--- config.mk ---
export PLATFORM = sky130hd
export DESIGN_NAME = axis_modport
export DESIGN_NICKNAME = d
export VERILOG_FILES = /design/src/rtl/axis_modport.sv
export SDC_FILE = /design/constraint.sdc
export NUM_CORES = 1
export LEC_CHECK = 0
export ABC_AREA = 1
export CAP_MARGIN = 30
export CORE_MARGIN = 2
export CORE_UTILIZATION = 45
export CTS_BUF_LIST = sky130_fd_sc_hd__clkbuf_2
export DETAILED_ROUTE_END_ITERATION = 16
export DONT_BUFFER_PORTS = 1
export PLACE_DENSITY_LB_ADDON = 0.08
export SLEW_MARGIN = 10
export SYNTH_ARGS = -nofsm -noshare
export SYNTH_HDL_FRONTEND = slang
export SYNTH_SLANG_ARGS = --single-unit
--- constraint.sdc ---
create_clock -name ACLK -period 1.6 [get_ports ACLK]
set_clock_uncertainty 0.05 [all_clocks]
set_input_delay 0.16 -clock ACLK [delete_from_list [all_inputs] [get_ports ACLK]]
set_output_delay 0.16 -clock ACLK [all_outputs]
set_load 0.01 [all_outputs]
--- src/rtl/axis_modport.sv ---
// -----------------------------------------------------------------------------
// axis_modport
//
// AXI4-Stream pass-through stage. It sits between one stream master and one
// stream slave and registers every forward and backward signal.
//
// Data path: a two-entry register slice (skid buffer).
//   - The main output register drives M_*.
//   - One skid register catches a beat that was accepted while the output
//     register was full and stalled.
//   - S_TREADY comes straight from a flop and means "skid register empty".
//     Because of this, no combinational path runs from M_TREADY to S_TREADY.
//
// Side functions:
//   - Sticky upstream protocol checker (err_stable, err_strb).
//   - Downstream beat and packet counters (beat_cnt, pkt_cnt).
//
// Ports:
//   ACLK, ARESETn    clock (rising edge); asynchronous active-low reset
//   S_T*             upstream payload, S_TVALID in, S_TREADY out
//   M_T*             downstream payload, M_TVALID out, M_TREADY in
//   err_stable       sticky: upstream dropped TVALID or changed payload while
//                    stalled
//   err_strb         sticky: an accepted upstream beat had TSTRB[i]=1 with
//                    TKEEP[i]=0
//   beat_cnt         downstream handshakes (M_TVALID & M_TREADY), wraps
//   pkt_cnt          downstream handshakes with M_TLAST=1, wraps
//
// Handshake semantics (both sides):
//   A beat transfers on a rising edge where TVALID and TREADY are both 1.
//   Once the source raises TVALID, it must hold TVALID and the payload stable
//   until that transfer occurs. The sink may change TREADY freely.
//   This block honours the rule on the M side. It checks, but does not
//   enforce, the rule on the S side.
// -----------------------------------------------------------------------------
module axis_modport #(
    parameter int NUMBER_BYTES = 4,
    parameter int ID_W         = 8,
    parameter int DEST_W       = 4,
    parameter int USER_W       = 17,
    parameter int CNT_W        = 32
) (
    input  logic                      ACLK,
    input  logic                      ARESETn,

    input  logic                      S_TVALID,
    input  logic [8*NUMBER_BYTES-1:0] S_TDATA,
    input  logic [NUMBER_BYTES-1:0]   S_TSTRB,
    input  logic [NUMBER_BYTES-1:0]   S_TKEEP,
    input  logic                      S_TLAST,
    input  logic [ID_W-1:0]           S_TID,
    input  logic [DEST_W-1:0]         S_TDEST,
    input  logic [USER_W-1:0]         S_TUSER,
    output logic                      S_TREADY,

    output logic                      M_TVALID,
    output logic [8*NUMBER_BYTES-1:0] M_TDATA,
    output logic [NUMBER_BYTES-1:0]   M_TSTRB,
    output logic [NUMBER_BYTES-1:0]   M_TKEEP,
    output logic                      M_TLAST,
    output logic [ID_W-1:0]           M_TID,
    output logic [DEST_W-1:0]         M_TDEST,
    output logic [USER_W-1:0]         M_TUSER,
    input  logic                      M_TREADY,

    output logic                      err_stable,
    output logic                      err_strb,
    output logic [CNT_W-1:0]          beat_cnt,
    output logic [CNT_W-1:0]          pkt_cnt
);

    localparam int DATA_W = 8 * NUMBER_BYTES;
    localparam int PAY_W  = DATA_W + 2 * NUMBER_BYTES + 1 + ID_W + DEST_W + USER_W;

    // All payload fields travel as one packed word, so they can never be
    // separated or reordered relative to each other.
    logic [PAY_W-1:0] s_payload;

    logic [PAY_W-1:0] out_q;
    logic [PAY_W-1:0] out_d;
    logic             out_valid_q;
    logic             out_valid_d;

    logic [PAY_W-1:0] skid_q;
    logic [PAY_W-1:0] skid_d;
    logic             skid_valid_q;
    logic             skid_valid_d;

    logic             s_ready_q;
    logic             s_accept;
    logic             m_drain;

    logic             stall_q;
    logic [PAY_W-1:0] stall_pay_q;
    logic             err_stable_q;
    logic             err_strb_q;
    logic [CNT_W-1:0] beat_q;
    logic [CNT_W-1:0] pkt_q;

    assign s_payload = {S_TDATA, S_TSTRB, S_TKEEP, S_TLAST, S_TID, S_TDEST, S_TUSER};

    assign s_accept = S_TVALID & s_ready_q;
    assign m_drain  = out_valid_q & M_TREADY;

    // ------------------------------------------------------------------
    // Slice next-state.
    // The output register can take a new beat when it is empty or is being
    // drained this cycle. When the skid register is full it always refills
    // the output first. In that state s_ready_q is 0, so no upstream beat
    // can arrive in the same cycle.
    // A beat that arrives while the output register is stalled goes into
    // the skid register.
    // ------------------------------------------------------------------
    always_comb begin
        out_d        = out_q;
        out_valid_d  = out_valid_q;
        skid_d       = skid_q;
        skid_valid_d = skid_valid_q;

        if (!out_valid_q || m_drain) begin
            if (skid_valid_q) begin
                out_d        = skid_q;
                out_valid_d  = 1'b1;
                skid_valid_d = 1'b0;
            end else if (s_accept) begin
                out_d       = s_payload;
                out_valid_d = 1'b1;
            end else begin
                out_valid_d = 1'b0;
            end
        end else if (s_accept) begin
            skid_d       = s_payload;
            skid_valid_d = 1'b1;
        end
    end

    always_ff @(posedge ACLK or negedge ARESETn) begin
        if (!ARESETn) begin
            out_q        <= '0;
            out_valid_q  <= 1'b0;
            skid_q       <= '0;
            skid_valid_q <= 1'b0;
            s_ready_q    <= 1'b0;
        end else begin
            out_q        <= out_d;
            out_valid_q  <= out_valid_d;
            skid_q       <= skid_d;
            skid_valid_q <= skid_valid_d;
            // Ready is the registered "skid empty" of the next state.
            // It is 0 during reset and rises on the first edge after release.
            s_ready_q    <= ~skid_valid_d;
        end
    end

    assign S_TREADY = s_ready_q;
    assign M_TVALID = out_valid_q;
    assign {M_TDATA, M_TSTRB, M_TKEEP, M_TLAST, M_TID, M_TDEST, M_TUSER} = out_q;

    // ------------------------------------------------------------------
    // Upstream protocol checker. It watches only and never feeds the data
    // path.
    // stall_q records that the previous edge saw S_TVALID=1 with S_TREADY=0.
    // On the following edge, the source must still be valid and must present
    // the identical payload.
    // ------------------------------------------------------------------
    always_ff @(posedge ACLK or negedge ARESETn) begin
        if (!ARESETn) begin
            stall_q      <= 1'b0;
            stall_pay_q  <= '0;
            err_stable_q <= 1'b0;
            err_strb_q   <= 1'b0;
        end else begin
            stall_q     <= S_TVALID & ~s_ready_q;
            stall_pay_q <= s_payload;
            if (stall_q && (!S_TVALID || (s_payload != stall_pay_q))) begin
                err_stable_q <= 1'b1;
            end
            if (s_accept && ((S_TSTRB & ~S_TKEEP) != '0)) begin
                err_strb_q <= 1'b1;
            end
        end
    end

    assign err_stable = err_stable_q;
    assign err_strb   = err_strb_q;

    // ------------------------------------------------------------------
    // Downstream counters. Both wrap naturally at 2^CNT_W.
    // ------------------------------------------------------------------
    always_ff @(posedge ACLK or negedge ARESETn) begin
        if (!ARESETn) begin
            beat_q <= '0;
            pkt_q  <= '0;
        end else if (m_drain) begin
            beat_q <= beat_q + CNT_W'(1);
            if (M_TLAST) begin
                pkt_q <= pkt_q + CNT_W'(1);
            end
        end
    end

    assign beat_cnt = beat_q;
    assign pkt_cnt  = pkt_q;

endmodule

### Word-level counts from Yosys, hierarchy flattened

Index checks and enable logic that the tools add are counted.

* bits in registers: 280
* input port bits: 74
* output and inout bits: 138
* word-level logic and storage cells: 39

* $add $sub $neg: 2
* equality and inequality tests: 1
* mux-type cells: 6
* bitwise logic cells: 8
* reduce and logical (&&, ||, !) cells: 11

Operator list (count)
* 70-bit 2-to-1 mux: 2
* 70-bit != test: 1
* 32-bit by 1-bit adder with 32-bit output, second input constant: 2
* 2-bit AND reduction: 3
* 4-bit AND: 1
* 1-bit 2-to-1 mux: 4
* 4-bit NOT: 1
* 4-bit nonzero test: 1
* 1-bit AND: 3
* 1-bit NOT: 3
* 1-bit logical AND: 2
* 1-bit logical NOT: 2
* 1-bit logical OR: 2
* 2-bit nonzero test: 1

### Longest topological paths before layout

Gate-level depths: netlist of run 1.

* word-level depth: 4
* gate-level depth with buffers: 11
* depth with buffers taken out: 11

### Worst setup path before layout of run 1

Ideal clock, no wire load.

* path kind: register to register
* start: reg pkt_q[0] (netlist: pkt_cnt[0])
* end: reg pkt_q[28] (netlist: pkt_cnt[28])
* setup time: 0.126 ns
* arrival time: 1.532 ns
* data required time: 1.424 ns
* slack: -0.108 ns
* cell stages (with the launch flop): 10
* path buffers: 0
* clock period less this slack: 1.708 ns
* path through: dfrtp_1 -> ha_1 -> nand3_2 -> nor2_8 -> nand2_2 -> nor2_4 -> nand2_2 -> nor2_4 -> nand2_1 -> xnor2_2

* word-level cells in the longest chain between the ends: 1

Ends and longest elaborated chain
* from (decl): RTL line 98 `logic [CNT_W-1:0] pkt_q;`
* from (signal assigned): RTL line 197 `pkt_q <= pkt_q + CNT_W'(1);`
* 32-bit by 1-bit adder with 32-bit output: RTL line 197

No other way between the ends.
A chain may end at the register's enable or synchronous reset.

### Worst setup path in the final report of run 1

* start: reg beat_q[4] (netlist: beat_cnt[4])
* end: out beat_cnt[4]

RTL lines
* from (decl): RTL line 97 `logic [CNT_W-1:0] beat_q;`
* from (signal assigned): RTL line 195 `beat_q <= beat_q + CNT_W'(1);`
* to (decl): RTL line 68 `output logic [CNT_W-1:0] beat_cnt,`

No word-level cell between the ends.

==> results of run 1 <==
## sequential cells by signal, summed over array words and instances (netlist names)
signal,count
pkt_cnt,32
beat_cnt,32
stall_pay_q,70
stall_q,1
skid_valid_q,1
S_TREADY,1
err_strb,1
M_TVALID,1
err_stable,1
out_q,70
skid_q,70
## per-layer routing
layer	part of all wire [%]	vias up
met5	0	-
met1	43	4844
met2	48	249
met4	1.8	0
li1	-	5151
met3	7.0	50
## cells in the final DEF, fill, tap and decap left out, drive strengths merged
cell type,count
nand2,460
dfrtp,280
buf,175
inv,165
nor2,152
dlygate4sd3,145
clkbuf,124
o21ai,70
a31oi,69
xor2,37
xnor2,31
nand3,22
nand4,18
nor3,18
mux2,15
clkinv,11
bufinv,4
diode,2
o22ai,2
or2,2
ha,2
o211ai,1
nand3b,1
nor4,1
nor3b,1
and2,1
nand2b,1
a221oi,1
o21bai,1
clkinvlp,1
## where the power goes
group | switching, mW | total [mW] | internal, mW
sequential | 1.27 | 9.73 | 8.47
combinational | 1.90 | 3.77 | 1.87
clock | 3.04 | 5.68 | 2.65
## worst max path at each step
stage	start	to	slack, ps
4_1_cts	beat_cnt[5]	beat_cnt[5]	-210
3_3_place_gp	beat_cnt[0]	beat_cnt[28]	-50
3_5_place_dp	beat_cnt[0]	beat_cnt[28]	-90
6_report	beat_cnt[4]	beat_cnt[4]	-130
2_1_floorplan	beat_cnt[0]	beat_cnt[26]	-90
5_1_grt	beat_cnt[4]	beat_cnt[4]	-260
## what timing repair did
item	in CTS	in global routing
endpoints found under the setup margin	79	117
cloned	0	1
gates resized for setup	102	83
endpoints found under the hold margin	560	302
pin swaps	20	39
hold buffers	143	22
setup buffers	54	23
## through the flow
| stage | TNS, ps | hold WS [ps] |
|---|---|---|
| floorplan | -369 | -186 |
| global placement | -124 | -179 |
| detailed placement | -423 | -179 |
| CTS | -5960 | -1160 |
| global route | -10050 | -1170 |
| finish | -1460 | -1060 |
## critical path: stages (launching register included)
cell     delay [ps]
dfrtp_1         430
buf_6           130
buf_6           110
## final cells by class
type                            count  area [µm²]  share of cell area, %
Sequential cell                   280        7040                   41.6
Multi-Input combinational cell    906        4850                   28.7
Timing Repair Buffer              321        3190                   18.8
Inverter                          166         633                   3.74
Clock buffer                      123         616                   3.64
Tap cell                          341         427                   2.52
Clock inverter                     15         166                  0.983
Antenna cell                        2        5.00                 0.0296
## logic make-up after synthesis
kind of cell	after synthesis	share of synthesized area (%)
and+or+nand+nor	677	23.4
DFF	280	56.9
buffers and inverters	210	6.64
AOI/OAI and AO/OA	144	6.64
xor gates and xnor gates	68	4.89
muxes	15	1.37
adders and majority gates	2	0.203
==> impl_metrics.json, run 1 <==
{
  "synthTopCellsByArea": "dfrtp_1 57%, nand2_1 14%, inv_1 4.9%",
  "critical_path.startpoint_type": "flop",
  "r2r-end": "beat_cnt[28]",
  "final_nets": 1830,
  "tightestPinTransition_ps": 684,
  "vdd_drop_max_mv": 0.797,
  "path_clk_slew_ps": 120,
  "yosys-top-cells-count": "450 x nand2_1, 280 x dfrtp_1, 162 x inv_1",
  "vias_per_cell": 4.78,
  "setup_viol": 33,
  "grt_pass1_vias": 10500,
  "groute.usage.overall_pct": 22.0,
  "synth_edf_count": 0,
  "postSynth.asyncResetShare_pct": 100,
  "overflow": 0,
  "yosysWarnings": 0,
  "cp-end-kind": "output pin",
  "yosys.area.top_type": "dfrtp_1",
  "final_util_pct": 62.8,
  "worstRegToRegCells": 10,
  "drc_errors": 0,
  "ys_seq_area_share_pct": 56.9,
  "drv_cap": 0,
  "r2r-start": "beat_cnt[7]",
  "cts_tree": "done",
  "relSlewSlack_pct": 54.4,
  "numCtsBuffers": 79,
  "synth_top_area_share_pct": 56.9,
  "finalInstanceArea_um2": 16900,
  "fill_cells": 2259,
  "hold_slack_ps": -1060,
  "placed_cells": 1792,
  "htree_levels": 3,
  "clock_path_buffers": 3,
  "cp_data_required_time_ps": 1390,
  "gr-usage-met2_pct": 35.7,
  "avgSynthCellArea_um2": 8.83,
  "wl_per_cell_um": 14.7,
  "syn_inst": 1396,
  "fmax_ghz": 0.579,
  "maxSlewViolCount": 0,
  "firstDrtPassIters": 5,
  "dpl_cell_area_um2": 13400,
  "die-area_um2": 28700,
  "p_leak_nw": 8.65,
  "period_minus_slack_ps": 1730,
  "grt_use_met1_pct": 28.2,
  "ys.flop_type": "dfrtp_1",
  "ant_nets": 0,
  "start_util_pct": 45.7,
  "cts_sinks": 280,
  "wirelength_um": 31700,
  "syn-num-nets": 1472,
  "num_rows": 60,
  "outcome": "finished with violations",
  "failed_checks": "negative hold slack, negative setup slack",
  "clock_latency_ps": 850,
  "ys_types": 39,
  "grt_max_degree": 281,
  "final_cells": 2154,
  "pre_cts_slack_ps": -91.0,
  "port_buffers": 0,
  "crit_fanout": 2,
  "place.gp.congestion": 0.812,
  "crit_arrival_ps": 1520,
  "fin_crit_sh_pct": 108,
  "antenna_found_initial": 2,
  "grt_pass1_wl_um": 51400,
  "post-synth-top-count-cell": "nand2_1",
  "dp_hpwl_um": 18900,
  "hold_class": "in -> async",
  "num_vias": 10300,
  "rsz0062_at_grt": "true",
  "synth_area_um2": 12300,
  "p_total_mw": 19.2,
  "drtIter0Drc": 523,
  "crit_type": "reg -> out",
  "ioPinCount": 212,
  "busiest_layer": "met2",
  "layout-drive-gt1-share_pct": 24.4,
  "worst_slack_ps": -126,
  "area_growth_pct": 37.3,
  "synth-seq-cells": 280,
  "r2r_slack_ps": -110,
  "clockRootBuffer": "clkbuf_2",
  "powerDensity_nw_per_um2": 1130,
  "core_um2": 27000,
  "die_x_um": 169,
  "die-height_um": 169,
  "hold_viol": 280,
  "grt.met3_usage_pct": 7.16
}
Note: power is estimated with default switching activity, not from simulation.
==> run 2, diff against run 1 <==
- ABC_AREA: 1 -> not set
- RECOVER_POWER: not set -> 50
==> impl_metrics.json, run 2 <==
{
  "groute.usage.overall_pct": 25.4,
  "numCtsBuffers": 74,
  "yosys.area.top_type": "dfrtp_1",
  "fin_crit_sh_pct": 110,
  "vdd_drop_max_mv": 0.744,
  "final_util_pct": 65.7,
  "critical_path.startpoint_type": "flop",
  "final_common_cell": "dfrtp_1",
  "synth_top_area_share_pct": 61.2,
  "cts_tree": "done",
  "overflow": 0,
  "cp-end-kind": "flop",
  "hold_viol": 280,
  "num_rows": 58,
  "yosysWarnings": 0,
  "layout-drive-gt1-share_pct": 36.8,
  "postSynth.asyncResetShare_pct": 100,
  "drv_cap": 0,
  "yosys-top-cells-count": "280 x dfrtp_1, 90 x nor2_1, 71 x a21oi_1",
  "crit_fanout": 13,
  "syn_inst": 925,
  "grt_pass1_wl_um": 51900,
  "dp_hpwl_um": 18700,
  "powerDensity_nw_per_um2": 1150,
  "clockRootBuffer": "clkbuf_2",
  "rsz0062_at_grt": "true",
  "relSlewSlack_pct": 58.5,
  "hold_class": "in -> async",
  "post-synth-top-count-cell": "dfrtp_1",
  "port_buffers": 0,
  "ys.flop_type": "dfrtp_1",
  "mostFrequentLayoutCells": "268 x dfrtp_1, 143 x dlygate4sd3_1, 116 x clkbuf_2",
  "antenna_found_initial": 8,
  "vias_per_cell": 5.26,
  "die-height_um": 163,
  "worst_slack_ps": -164,
  "clock_path_buffers": 3,
  "path_clk_slew_ps": 120,
  "synth_area_um2": 11400,
  "firstDrtPassIters": 5,
  "synth_edf_count": 0,
  "reg.largest.list": "out_q x70, skid_q x70, stall_pay_q x70",
  "hold_slack_ps": -1000,
  "tightestPinTransition_ps": 622,
  "clock_latency_ps": 850,
  "wl_per_cell_um": 21.5,
  "avgSynthCellArea_um2": 12.4,
  "crit_arrival_ps": 2400,
  "cts_sinks": 280,
  "core_um2": 25000,
  "wirelength_um": 35100,
  "grt_max_degree": 281,
  "ant_nets": 0,
  "period_minus_slack_ps": 1760,
  "syn-num-nets": 1001,
  "grt_pass1_vias": 9122,
  "drc_errors": 0,
  "ioPinCount": 212,
  "drtIter0Drc": 478,
  "outcome": "finished with violations",
  "die-area_um2": 26700,
  "p_total_mw": 18.9,
  "synth-seq-cells": 280,
  "num_vias": 8592,
  "final_nets": 1318,
  "cp_data_required_time_ps": 2230,
  "ys_seq_area_share_pct": 61.2,
  "fmax_ghz": 0.567,
  "area_growth_pct": 43.7,
  "maxSlewViolCount": 0,
  "crit_type": "reg -> reg",
  "htree_levels": 3,
  "place.gp.congestion": 0.837,
  "ys_types": 47,
  "die_x_um": 163,
  "setup_viol": 164,
  "synthTopCellsByArea": "dfrtp_1 61%, mux2i_1 6.1%, mux2_2 5.6%",
  "start_util_pct": 45.7,
  "p_leak_nw": 7.49,
  "failed_checks": "negative hold slack, negative setup slack"
}
==> run 2: cell count changes in the layout (fill, tap and decap cells not counted), sizes merged, moves of 17 or more <==
cell,change
nand2,-419
inv,-134
a21oi,+71
mux2i,+70
a31oi,-69
nor2,-62
o21ai,-55
buf,-52
mux2,+42
xnor2,+26
nor2b,+17
xor2,+17
==> run 2: final cells by class <==
type	count	area, µm²
Fill cell	1949	8600
Sequential cell	280	7020
Multi-Input combinational cell	585	5080
Timing Repair Buffer	273	3140
Clock buffer	116	581
Tap cell	330	413
Inverter	28	105
Clock inverter	14	83.8
Antenna cell	6	15.0
==> run 2: cell families after synthesis <==
family	count (synthesis)	share of synthesized area, %
and+or+nand+nor	241	11.0
AOI/OAI and AO/OA	104	5.06
adders and majority gates	2	0.219
DFF	280	61.2
buffers and inverters	60	2.21
xor gates and xnor gates	111	8.50
muxes	127	11.7
==> run 2: path summary, 6_finish.rpt <==
path | from | to | slack (ps) | cells past startpoint
setup / recovery | M_TVALID | out_q[69] | -160 | 7
hold / removal | ARESETn | pkt_cnt[26] | -1000 | 0
setup reg to reg | M_TVALID | out_q[69] | -160 | 7
hold reg to reg | skid_q[9] | skid_q[9] | 440 | 2
max in group asynchronous | ARESETn | beat_cnt[28] | 1940 | 0
min in group ACLK | S_TDATA[18] | skid_q[56] | 110 | 3
==> run 2: what timing repair did <==
item / in CTS / in global routing
setup buffers: 26 / 17
resized for setup: 168 / 166
pin swaps: 23 / 54
cloned: 12 / 8
endpoints found under the setup margin: 136 / 240
hold endpoints to repair: 558 / 282
hold buffers: 142 / 2
==> run 2: per-layer routing <==
layer / track usage, % / wire, µm / up-vias
met5: 0 / 30 / -
li1: - / - / 3866
met2: 38.8 / 16400 / 278
met4: 8.29 / 829 / 4
met1: 34.3 / 15200 / 4380
met3: 8.35 / 2650 / 64
==> run 2: worst max-delay path, stage by stage (launching register included) <==
cell and delay [ps]:
dfrtp_2 460, and2b_2 250, buf_6 130, nor2_4 140, buf_12 170, buf_6 150, clkbuf_16 170, a21oi_1 70
==> run 2: report_power, final <==
part | leakage, nW | switching [mW] | internal, mW
sequential | 3.32 | 1.19 | 8.32
clock | 0.525 | 3.00 | 2.06
combinational | 3.64 | 1.94 | 2.42
==> run 2: through the flow <==
stage                     hold WS (ps)  setup slack [ps]  setup TNS, ps  instances  cell area (µm²)
after detailed placement          -177              -248          -1170       1301            12400
after floorplan                   -186             -67.5           -484        925            11500
after global routing             -1100              -242         -24000       1629            16400
after CTS                        -1120              -163         -12620       1611            15600
final                            -1000              -164         -12250       1632            16400
after global placement            -175              -264           -434       1301            12400
==> run 3, diff against run 2 <==
- CTS_CLUSTER_DIAMETER: not set -> 200
- RECOVER_POWER: 50 -> 100
==> impl_metrics.json, run 3 (synthesis results as in run 2) <==
{
  "finalInstanceArea_um2": 16400,
  "numCtsBuffers": 74,
  "mostFrequentLayoutCells": "268 x dfrtp_1, 143 x dlygate4sd3_1, 116 x clkbuf_2",
  "final_util_pct": 65.6,
  "htree_levels": 3,
  "grt_max_degree": 281,
  "fin_crit_sh_pct": 111,
  "hold_slack_ps": -1010,
  "regArea_um2": 7020,
  "cp_data_required_time_ps": 2290,
  "period_minus_slack_ps": 1770,
  "final_common_cell": "dfrtp_1",
  "crit_fanout": 7,
  "reg.largest.list": "out_q x70, skid_q x70, stall_pay_q x70",
  "hold_class": "in -> async",
  "rsz0062_at_grt": "true",
  "outcome": "finished with violations",
  "combinationalPowerShare_pct": 23.0,
  "powerDensity_nw_per_um2": 1150,
  "switchingPower_mw": 6.12,
  "grt_pass1_vias": 9122,
  "drc_errors": 0,
  "cp-end-kind": "flop",
  "die-height_um": 163,
  "placed_cells": 1301,
  "layout-drive-gt1-share_pct": 36.6,
  "worst_slack_ps": -170,
  "port_buffers": 0,
  "clockRootBuffer": "clkbuf_2",
  "critical_path.startpoint_type": "flop",
  "die-area_um2": 26700,
  "groute.usage.overall_pct": 25.4,
  "worstRegToRegCells": 8,
  "firstDrtPassIters": 4,
  "drv_cap": 0,
  "fill_cells": 1952,
  "clkPwrFrac_pct": 26.7,
  "start_util_pct": 45.7,
  "grt_pass1_wl_um": 51900,
  "tightestPinTransition_ps": 553,
  "setup_viol": 168,
  "relSlewSlack_pct": 63.1,
  "ant_nets": 0,
  "fmax_ghz": 0.565,
  "power_frac_seq_pct": 50.3,
  "swShare_pct": 32.4,
  "clock_path_buffers": 3,
  "clock_latency_ps": 850,
  "antenna_found_initial": 8,
  "ioPinCount": 212,
  "p_int_mw": 12.8,
  "maxSlewViolCount": 0,
  "place.gp.congestion": 0.837,
  "num_vias": 8568,
  "cts_sinks": 280,
  "crit_type": "reg -> reg",
  "dp_hpwl_um": 18700,
  "die_x_um": 163,
  "pre_cts_slack_ps": -248,
  "final_nets": 1318,
  "hold_viol": 280,
  "drtIter0Drc": 476,
  "cts_tree": "done",
  "p_leak_nw": 7.48,
  "vdd_drop_max_mv": 0.744,
  "area_growth_pct": 43.6,
  "wl_per_cell_um": 21.5,
  "dpl_cell_area_um2": 12400,
  "num_rows": 58,
  "p_total_mw": 18.9,
  "path_clk_slew_ps": 120,
  "multi_input_area_um2": 5080,
  "failed_checks": "negative hold slack, negative setup slack",
  "crit_arrival_ps": 2460,
  "wirelength_um": 35100,
  "overflow": 0,
  "vias_per_cell": 5.25,
  "fin_setup_tns_ps": -12590,
  "final_cells": 1633,
  "core_um2": 25000
}
## run 3: cell count changes in the layout (fill, tap and decap cells not counted), sizes merged
cell	delta
diode	+1
clkbuf	+3
buf	-3
## run 3: worst paths after layout
| path | start | end | slack [ps] |
|---|---|---|---|
| min in group ACLK | S_TDATA[18] | skid_q[56] | 100 |
| setup reg to reg | M_TVALID | out_q[8] | -170 |
| hold / removal | ARESETn | pkt_cnt[8] | -1010 |
| setup / recovery | M_TVALID | out_q[8] | -170 |
| max in group asynchronous | ARESETn | beat_cnt[28] | 2000 |
| hold reg to reg | skid_q[9] | skid_q[9] | 440 |
## run 3: final cells by class
cell class | instances | share of cell area [%]
diodes | 7 | 0.107
multi-input cells | 585 | 30.9
flip-flops and latches | 280 | 42.8
inverters | 28 | 0.640
clock buffers | 116 | 3.53
repair buffers | 273 | 19.0
well taps | 330 | 2.51
clock inverters | 14 | 0.510
## run 3: power groups by stage
stage	combinational (mW)	sequential, mW	clock [mW]
after global placement	2.51	9.47	0
after detailed placement	2.59	9.53	0
after global routing	4.68	9.65	5.57
final	4.35	9.50	5.05
after CTS	3.80	9.44	5.19
after floorplan	1.74	9.38	0
## run 3: repair_timing
item,CTS,global route
setup buffers,26,17
pin swaps,23,54
gates resized for setup,168,166
cloned,12,8
endpoints found under the hold margin,558,282
endpoints found under the setup margin,136,240
hold buffers,142,2
## run 3: critical path, stage by stage (launching register included)
cell and delay (ps):
dfrtp_2 460, and2b_2 250, buf_6 130, nor2_4 150, buf_12 170, buf_8 130, buf_16 140, nor2_2 50
a21oi_2 120
## run 3: metal layers
metal  vias to the layer above  wire (µm)  share of wire, %  global-route usage, %
met2                       275      16400                47                   38.8
met4                         4        841               2.4                   8.29
met5                         -         30             0.085                      0
li1                       3865          -                 -                      -
met1                      4359      15300                43                   34.3
met3                        65       2560               7.3                   8.35
